### src/rtl/xadc_drp_sequencer_pkg.sv
// Shared types and DRP constants for the XADC aux-channel sequencer.
package xadc_pkg;
   localparam int DRP_DW = 16;
   localparam int DRP_AW = 7;

   localparam logic [DRP_AW-1:0] DRP_ADDR_VAUX2  = 7'h12;
   localparam logic [DRP_AW-1:0] DRP_ADDR_VAUX3  = 7'h13;
   localparam logic [DRP_AW-1:0] DRP_ADDR_VAUX10 = 7'h1A;
   localparam logic [DRP_AW-1:0] DRP_ADDR_VAUX11 = 7'h1B;

   typedef enum logic [2:0] {
      IDLE   = 3'd0,
      REQ_L  = 3'd1,
      WAIT_L = 3'd2,
      REQ_R  = 3'd3,
      WAIT_R = 3'd4
   } state_e;
endpackage

### src/rtl/xadc_drp_sequencer_if.sv
// DRP-side bundle between the sequencer (master) and one XADC instance (slave).
interface xadc_drp_sequencer_if;
   logic                         eoc_in;
   logic                         drdy_in;
   logic [xadc_pkg::DRP_DW-1:0]  do_in;
   logic                         den_out;
   logic [xadc_pkg::DRP_AW-1:0]  daddr_out;

   modport master (input eoc_in, drdy_in, do_in, output den_out, daddr_out);
   modport slave  (output eoc_in, drdy_in, do_in, input den_out, daddr_out);
endinterface

### src/rtl/xadc_drp_sequencer_sat_counter8.sv
// 8-bit event counter that sticks at 8'hFF instead of wrapping.
module sat_counter8 (
   input  logic       clk_i,
   input  logic       rst_i,
   input  logic       inc_i,
   output logic [7:0] cnt_o
);
   logic [7:0] cnt_q;

   always_ff @(posedge clk_i or posedge rst_i) begin
      if (rst_i)
         cnt_q <= '0;
      else if (inc_i && (cnt_q != 8'hFF))
         cnt_q <= cnt_q + 8'd1;
   end

   assign cnt_o = cnt_q;
endmodule

### src/rtl/xadc_drp_sequencer.sv
// Reads the left then right aux result over DRP on every eoc and presents
// registered samples with strobes; counts DRP timeouts and dropped eoc pulses.
module xadc_drp_sequencer
   import xadc_pkg::*;
#(
   parameter logic [DRP_AW-1:0] ADDR_L  = DRP_ADDR_VAUX3,
   parameter logic [DRP_AW-1:0] ADDR_R  = DRP_ADDR_VAUX2,
   parameter int                TIMEOUT = 64
) (
   input  logic                 CLK100MHZ,
   input  logic                 reset_in,
   xadc_drp_sequencer_if.master drp,
   output logic [DRP_DW-1:0]    sample_l,
   output logic [DRP_DW-1:0]    sample_r,
   output logic                 valid_l,
   output logic                 valid_r,
   output logic                 pair_valid,
   output logic [7:0]           timeout_cnt,
   output logic [7:0]           overrun_cnt,
   output logic                 busy
);
   localparam logic [7:0] TMO_LAST = 8'(TIMEOUT - 1);

   state_e              state_q;
   logic [7:0]          timer_q;
   logic                den_q, busy_q;
   logic [DRP_AW-1:0]   daddr_q;
   logic [DRP_DW-1:0]   sample_l_q, sample_r_q;
   logic                valid_l_q, valid_r_q, pair_q;
   logic                in_wait, tmo_hit, ovr_hit;

   always_comb begin
      in_wait = (state_q == WAIT_L) || (state_q == WAIT_R);
      // drdy on the last timer cycle still wins over the timeout
      tmo_hit = in_wait && !drp.drdy_in && (timer_q == TMO_LAST);
      ovr_hit = drp.eoc_in && (state_q != IDLE);
   end

   always_ff @(posedge CLK100MHZ or posedge reset_in) begin
      if (reset_in) begin
         state_q    <= IDLE;
         timer_q    <= '0;
         den_q      <= 1'b0;
         busy_q     <= 1'b0;
         daddr_q    <= ADDR_L;
         sample_l_q <= '0;
         sample_r_q <= '0;
         valid_l_q  <= 1'b0;
         valid_r_q  <= 1'b0;
         pair_q     <= 1'b0;
      end else begin
         den_q     <= 1'b0;
         valid_l_q <= 1'b0;
         valid_r_q <= 1'b0;
         pair_q    <= 1'b0;
         case (state_q)
            IDLE: if (drp.eoc_in) begin
               state_q <= REQ_L;
               den_q   <= 1'b1;
               daddr_q <= ADDR_L;
               busy_q  <= 1'b1;
            end
            REQ_L: begin
               timer_q <= '0;
               state_q <= WAIT_L;
            end
            WAIT_L: if (drp.drdy_in) begin
               sample_l_q <= drp.do_in;
               valid_l_q  <= 1'b1;
               state_q    <= REQ_R;
               den_q      <= 1'b1;
               daddr_q    <= ADDR_R;
            end else if (tmo_hit) begin
               state_q <= IDLE;
               busy_q  <= 1'b0;
            end else begin
               timer_q <= timer_q + 8'd1;
            end
            REQ_R: begin
               timer_q <= '0;
               state_q <= WAIT_R;
            end
            WAIT_R: if (drp.drdy_in) begin
               sample_r_q <= drp.do_in;
               valid_r_q  <= 1'b1;
               pair_q     <= 1'b1;
               state_q    <= IDLE;
               busy_q     <= 1'b0;
            end else if (tmo_hit) begin
               state_q <= IDLE;
               busy_q  <= 1'b0;
            end else begin
               timer_q <= timer_q + 8'd1;
            end
            default: begin
               state_q <= IDLE;
               busy_q  <= 1'b0;
            end
         endcase
      end
   end

   sat_counter8 u_tmo_cnt (
      .clk_i (CLK100MHZ),
      .rst_i (reset_in),
      .inc_i (tmo_hit),
      .cnt_o (timeout_cnt)
   );

   sat_counter8 u_ovr_cnt (
      .clk_i (CLK100MHZ),
      .rst_i (reset_in),
      .inc_i (ovr_hit),
      .cnt_o (overrun_cnt)
   );

   assign drp.den_out   = den_q;
   assign drp.daddr_out = daddr_q;
   assign sample_l      = sample_l_q;
   assign sample_r      = sample_r_q;
   assign valid_l       = valid_l_q;
   assign valid_r       = valid_r_q;
   assign pair_valid    = pair_q;
   assign busy          = busy_q;
endmodule

### src/flat_wrapper.sv
// flat-port wrapper written by rule: the top's interface ports become plain ports
module xadc_drp_sequencer_flat import xadc_pkg::*;
#(
   parameter logic [DRP_AW-1:0] ADDR_L  = DRP_ADDR_VAUX3,
   parameter logic [DRP_AW-1:0] ADDR_R  = DRP_ADDR_VAUX2,
   parameter int                TIMEOUT = 64
)
  (CLK100MHZ, reset_in, sample_l, sample_r, valid_l, valid_r, pair_valid, timeout_cnt, overrun_cnt, busy, drp_eoc_in, drp_drdy_in, drp_do_in, drp_den_out, drp_daddr_out);
  xadc_drp_sequencer_if drp_i ();
  input  logic CLK100MHZ;
  input  logic reset_in;
  output logic [DRP_DW-1:0] sample_l;
  output logic [DRP_DW-1:0] sample_r;
  output logic valid_l;
  output logic valid_r;
  output logic pair_valid;
  output logic [7:0] timeout_cnt;
  output logic [7:0] overrun_cnt;
  output logic busy;
  input wire logic [$bits(drp_i.eoc_in)-1:0] drp_eoc_in;
  input wire logic [$bits(drp_i.drdy_in)-1:0] drp_drdy_in;
  input wire logic [$bits(drp_i.do_in)-1:0] drp_do_in;
  output wire logic [$bits(drp_i.den_out)-1:0] drp_den_out;
  output wire logic [$bits(drp_i.daddr_out)-1:0] drp_daddr_out;
  assign drp_i.eoc_in = drp_eoc_in;
  assign drp_i.drdy_in = drp_drdy_in;
  assign drp_i.do_in = drp_do_in;
  assign drp_den_out = drp_i.den_out;
  assign drp_daddr_out = drp_i.daddr_out;
  xadc_drp_sequencer #(.ADDR_L(ADDR_L), .ADDR_R(ADDR_R), .TIMEOUT(TIMEOUT)) u_core (.CLK100MHZ(CLK100MHZ), .reset_in(reset_in), .drp(drp_i), .sample_l(sample_l), .sample_r(sample_r), .valid_l(valid_l), .valid_r(valid_r), .pair_valid(pair_valid), .timeout_cnt(timeout_cnt), .overrun_cnt(overrun_cnt), .busy(busy));
endmodule
### config.mk
export PLATFORM = sky130hd
export DESIGN_NAME = xadc_drp_sequencer_flat
export DESIGN_NICKNAME = d
export VERILOG_FILES = /design/src/rtl/xadc_drp_sequencer_pkg.sv /design/src/rtl/xadc_drp_sequencer_if.sv /design/src/rtl/xadc_drp_sequencer_sat_counter8.sv /design/src/rtl/xadc_drp_sequencer.sv /design/src/flat_wrapper.sv
export SDC_FILE = /design/constraint.sdc
export NUM_CORES = 1
export LEC_CHECK = 0
export ABC_AREA = 1
export BUFFER_PORTS_ARGS = -buffer_cell sky130_fd_sc_hd__buf_2
export CAP_MARGIN = 20
export CORE_ASPECT_RATIO = 0.5
export CORE_UTILIZATION = 53
export CTS_CLUSTER_DIAMETER = 100
export DETAILED_ROUTE_END_ITERATION = 6
export GPL_TIMING_DRIVEN = 0
export PLACE_DENSITY_LB_ADDON = 0.25
export RECOVER_POWER = 25
export REMOVE_ABC_BUFFERS = 1
export SLEW_MARGIN = 20
export SYNTH_ARGS = -nofsm -noshare
export SYNTH_HDL_FRONTEND = slang
export SYNTH_HIERARCHICAL = 1
export SYNTH_SLANG_ARGS = --single-unit
### constraint.sdc
create_clock -name CLK100MHZ -period 2.15 [get_ports CLK100MHZ]
set_clock_uncertainty 0.05 [all_clocks]
set_input_delay 0.3225 -clock CLK100MHZ [delete_from_list [all_inputs] [get_ports CLK100MHZ]]
set_output_delay 0.3225 -clock CLK100MHZ [all_outputs]
set_load 0.03 [all_outputs]
==> flow_results.org <==
** Status
- The run finished with clean final reports.

** Critical path
- In this design, the stage delay of the slowest critical-path cell is 0.40 ns.
- The critical path is of the reg2reg type.
- The worst register-to-register path ends at u_core/u_tmo_cnt/cnt_o[7].
- Tracing the worst setup path back leads to its startpoint at u_core/timer_q[0].
- For the worst flop-to-flop path, the logic depth is 10.
- The worst setup path is launched from a register.
- Cell-by-cell trace of the critical path :: ha_1 -> nand3_1 -> nor2_2 -> nand3_2 -> clkinvlp_4 -> nand3_1 -> nor2_2 -> nand3_2 -> nand2_1 -> nand2_1
- Arrival time of data at the critical path endpoint :: 2.07 ns
- The startpoint identified for the worst register-to-register timing path is u_core/timer_q[0].
- The worst setup path is captured at a register.
- Across all register-to-register paths, the minimum setup slack is 0.24 ns.
- STA puts the critical path data required time at 2.31 ns.
- Along the worst path, the maximum fanout reaches 9.
- The slowest stage of the critical path is the sky130_fd_sc_hd__dfrtp_1 cell.
- End of the critical path :: u_core/u_tmo_cnt/cnt_o[7]

** CTS
- Buffers inserted during clock tree synthesis total 9.
- CTS H-tree lvls :: 3
- Clock slew at reported path FFs :: 0.05 ns
- TritonCTS built the clock tree.
- Setup Buffers After CTS :: 0
- Clock Sink Count :: 64
- Worst-case clock buffer depth :: 2
- Cell at the root of the clock tree :: sky130_fd_sc_hd__clkbuf_16
- Clk Latency, worst-skew pair :: 0.32 ns

** Placement
- At the end of routability-driven placement, the weighted congestion stood at 0.7997.
- Summed over all nets, the half-perimeter wirelength after detailed placement is 4.029 mm.
- Inst Count DP :: 493
- Buffers placed on the I/O ports in this run total 73.

** Job
- Max Cap Viol :: 0

** Floorplanning
- Floorplan die width :: 110.0 um
- The initial utilization of the core area, before any placement, comes to 55.77%.
- I/O pin cnt :: 80
- Floorplan Core Area :: 5539 sq um
- Vertical die dimension :: 55.99 um
- Number of placement rows :: 19
- DIE AREA :: 6157 sq um

** Detailed routing
- Total wirelength of the detailed-routed design :: 5.867 mm
- In this run the remaining antenna-violating nets after routing total 0.
- After detailed routing, the number of remaining DRC violations is 0.
- Post-detailed-route via-to-cell ratio :: 4.878
- Detailed routing inserted a total of 2483 vias.
- Dividing the detail-routed wire length by the instance count gives 11.53 um.
- Pre-Repair DR Iteration Count :: 4
- DRC marker count from the first detailed-route iteration :: 198

** Logic synthesis
- Summing every instance area after synthesis gives 3089 sq um.
- The share of synthesized area in the top cell type comes to 51.03%.
- Synthesized instance count :: 360
- After synthesis, flip-flops and latches occupy 51.88% of the total area.
- Cell types occupying the most area after synthesis :: sky130_fd_sc_hd__dfrtp_1 51%, sky130_fd_sc_hd__nand2_1 12%, sky130_fd_sc_hd__inv_1 6.2%
- Summed over all instances, the cell type with the most area after synthesis is sky130_fd_sc_hd__dfrtp_1.
- Number of library cell types mapped by synthesis :: 32
- Number of warnings printed during yosys synthesis :: 6
- After synthesis, the mean cell area works out to 8.581 sq um.
- #FFs+latches synth :: 64

** GRT
- Initial antenna violation count :: 0
- For this run the aggregate overflow at the end of global routing stands at 0.
- Pin count of the biggest net entering global routing :: 36
- The first global-routing pass estimated 9.873 mm of wire.
- Total global-route track usage :: 21.13%
- The number of global-route vias before repair came to 2240.

** Layout
- Share of the core filled with cells :: 67.65%
- At the end of the flow, the number of nets in the layout was 455.
- Non-filler cells in the finished layout :: 509
- Area added between synthesis and finish :: 21.30%
- Antenna Diode Count :: 0
- Fraction of layout instances using a drive strength above 1 :: 28.44%
- Filler instances :: 453

** Timing
- Worst Max-Slew Pin Slew :: 0.8635 ns
- Final number of hold-violating endpoints :: 0
- Adding up every negative setup slack in the final design gives 0 ns.
- After layout, the minimum clock period comes to 1.909 ns.
- Of the available clock period, the critical path in the final layout requires 88.80%.
- The worst pin sits at a relative slew slack of 42.37%.
- For this run, the top clock speed supported by timing is 0.5238 GHz.
- The count of final max-slew check failures was 0.
- Setup repair after global routing left no endpoint under its margin.
- Setup-violating endpoint count in the final report :: 0

** Power
- IR analysis of the VDD net gives a maximum drop of 1196 uV.
- LEAKAGE :: 2.010 nW
- Power density over the cells :: 1444 nW/um^2

** Hold path
- Worst min-delay path class :: in2reg
## synthesized netlist by cell type, drive strengths merged
cell type  number
inv            53
nand3          23
nand2         111
o22ai           1
o21ai          45
nor2           22
xnor2           2
conb            2
buf            17
a21oi           1
o31ai           1
nand4           5
nand3b          4
xor2            2
o21bai          1
nor3            1
o32ai           1
clkbuf          1
ha              3
dfrtp          63
dfstp           1
## how the worst min path moves through the flow
stage | depth (start not counted) | from | end
2_1_floorplan | 1 | reset_in | u_core/u_ovr_cnt/cnt_o[0]
3_3_place_gp | 2 | reset_in | u_core/u_tmo_cnt/cnt_o[0]
3_5_place_dp | 2 | reset_in | u_core/u_ovr_cnt/cnt_o[4]
4_1_cts | 2 | drp_drdy_in | u_core/state_q[2]
5_1_grt | 2 | drp_drdy_in | u_core/state_q[2]
6_report | 2 | drp_drdy_in | u_core/state_q[2]
## area by class of cell
cell class / count / area, sq um / share of cell area, %
repair buffers: 75 / 391.6 / 10.45
inverters: 53 / 202.7 / 5.409
well taps: 73 / 91.34 / 2.437
flip-flops and latches: 64 / 1603 / 42.77
clock buffers: 11 / 232.7 / 6.210
multi-input cells: 229 / 1156 / 30.85
clock inverters: 4 / 70.07 / 1.870
## cells by family after synthesis
family	share of synthesized area, %
buffers and inverters	10.77
AO/OA/AOI/OAI	9.154
AND/OR/NAND/NOR	25.60
flip-flops	51.88
other	0.2431
XOR/XNOR	1.134
adder cells (fa/ha/maj)	1.215
## per-layer routing
layer	vias up	GRT usage (%)	part of all wire [%]
met5	-	0	0
met4	0	8.000	1.2
met3	8	8.431	6.2
met2	75	34.38	47
met1	1145	25.19	45
li1	1255	-	-
## sequential cells by signal, summed over array words and instances, names as in the netlist
name,cells
u_core/sample_l,16
u_core/u_tmo_cnt/cnt_o,8
u_core/busy,1
u_core/sample_r,16
u_core/state_q,3
u_core/valid_l,1
u_core/timer_q,8
u_core/drp.den_out,1
u_core/pair_valid,1
u_core/u_ovr_cnt/cnt_o,8
u_core/drp.daddr_out,1
## through the flow
step	power, W	worst slack, ns	hold slack (ns)	instance area, sq um
after floorplan	0.003376	0.4076	0.08816	2970
after global placement	0.003876	0.06816	0.2607	3427
after detailed placement	0.003965	0.1751	0.2731	3447
after CTS	0.005487	0.1632	0.1557	3760
after global routing	0.005726	0.06323	0.1897	3747
final	0.005410	0.2409	0.1705	3747
## cells in the final DEF, fill, tap and decap left out, types with 6 or more instances in the layout
| master | Yosys | layout |
|---|---|---|
| sky130_fd_sc_hd__o21ai_1 | 27 | 27 |
| sky130_fd_sc_hd__inv_1 | 51 | 50 |
| sky130_fd_sc_hd__nand2_1 | 95 | 95 |
| sky130_fd_sc_hd__conb_1 | 2 | 6 |
| sky130_fd_sc_hd__clkbuf_16 | 0 | 9 |
| sky130_fd_sc_hd__nor2_2 | 9 | 9 |
| sky130_fd_sc_hd__o21ai_0 | 12 | 12 |
| sky130_fd_sc_hd__buf_2 | 7 | 70 |
| sky130_fd_sc_hd__dfrtp_1 | 63 | 63 |
| sky130_fd_sc_hd__nor2_1 | 12 | 13 |
| sky130_fd_sc_hd__nand2_2 | 14 | 14 |
| sky130_fd_sc_hd__nand3_1 | 17 | 18 |
| sky130_fd_sc_hd__o21ai_2 | 6 | 6 |
## power by group
group | leakage (nW) | internal (W) | switching [W] | total (W)
Sequential | 0.821 | 0.00161 | 0.000256 | 0.00187
Clock | 0.149 | 0.00100 | 0.000474 | 0.00148
Combinational | 1.04 | 0.000576 | 0.00149 | 0.00206
## critical path: cells and delay by family, from the launching register on
| family | cells | cell delay (ns) |
|---|---|---|
| adders and majority gates | 1 | 0.22 |
| buffers and inverters | 1 | 0.20 |
| DFF | 1 | 0.40 |
| and+or+nand+nor | 8 | 0.92 |
## repair_timing
action                                  in CTS  in global routing
endpoints found under the hold margin       35                  0
hold buffers                                 1                  0
endpoints found under the setup margin       0                  2
resized for setup                            0                  1
Note: power is estimated with default switching activity, not from simulation.
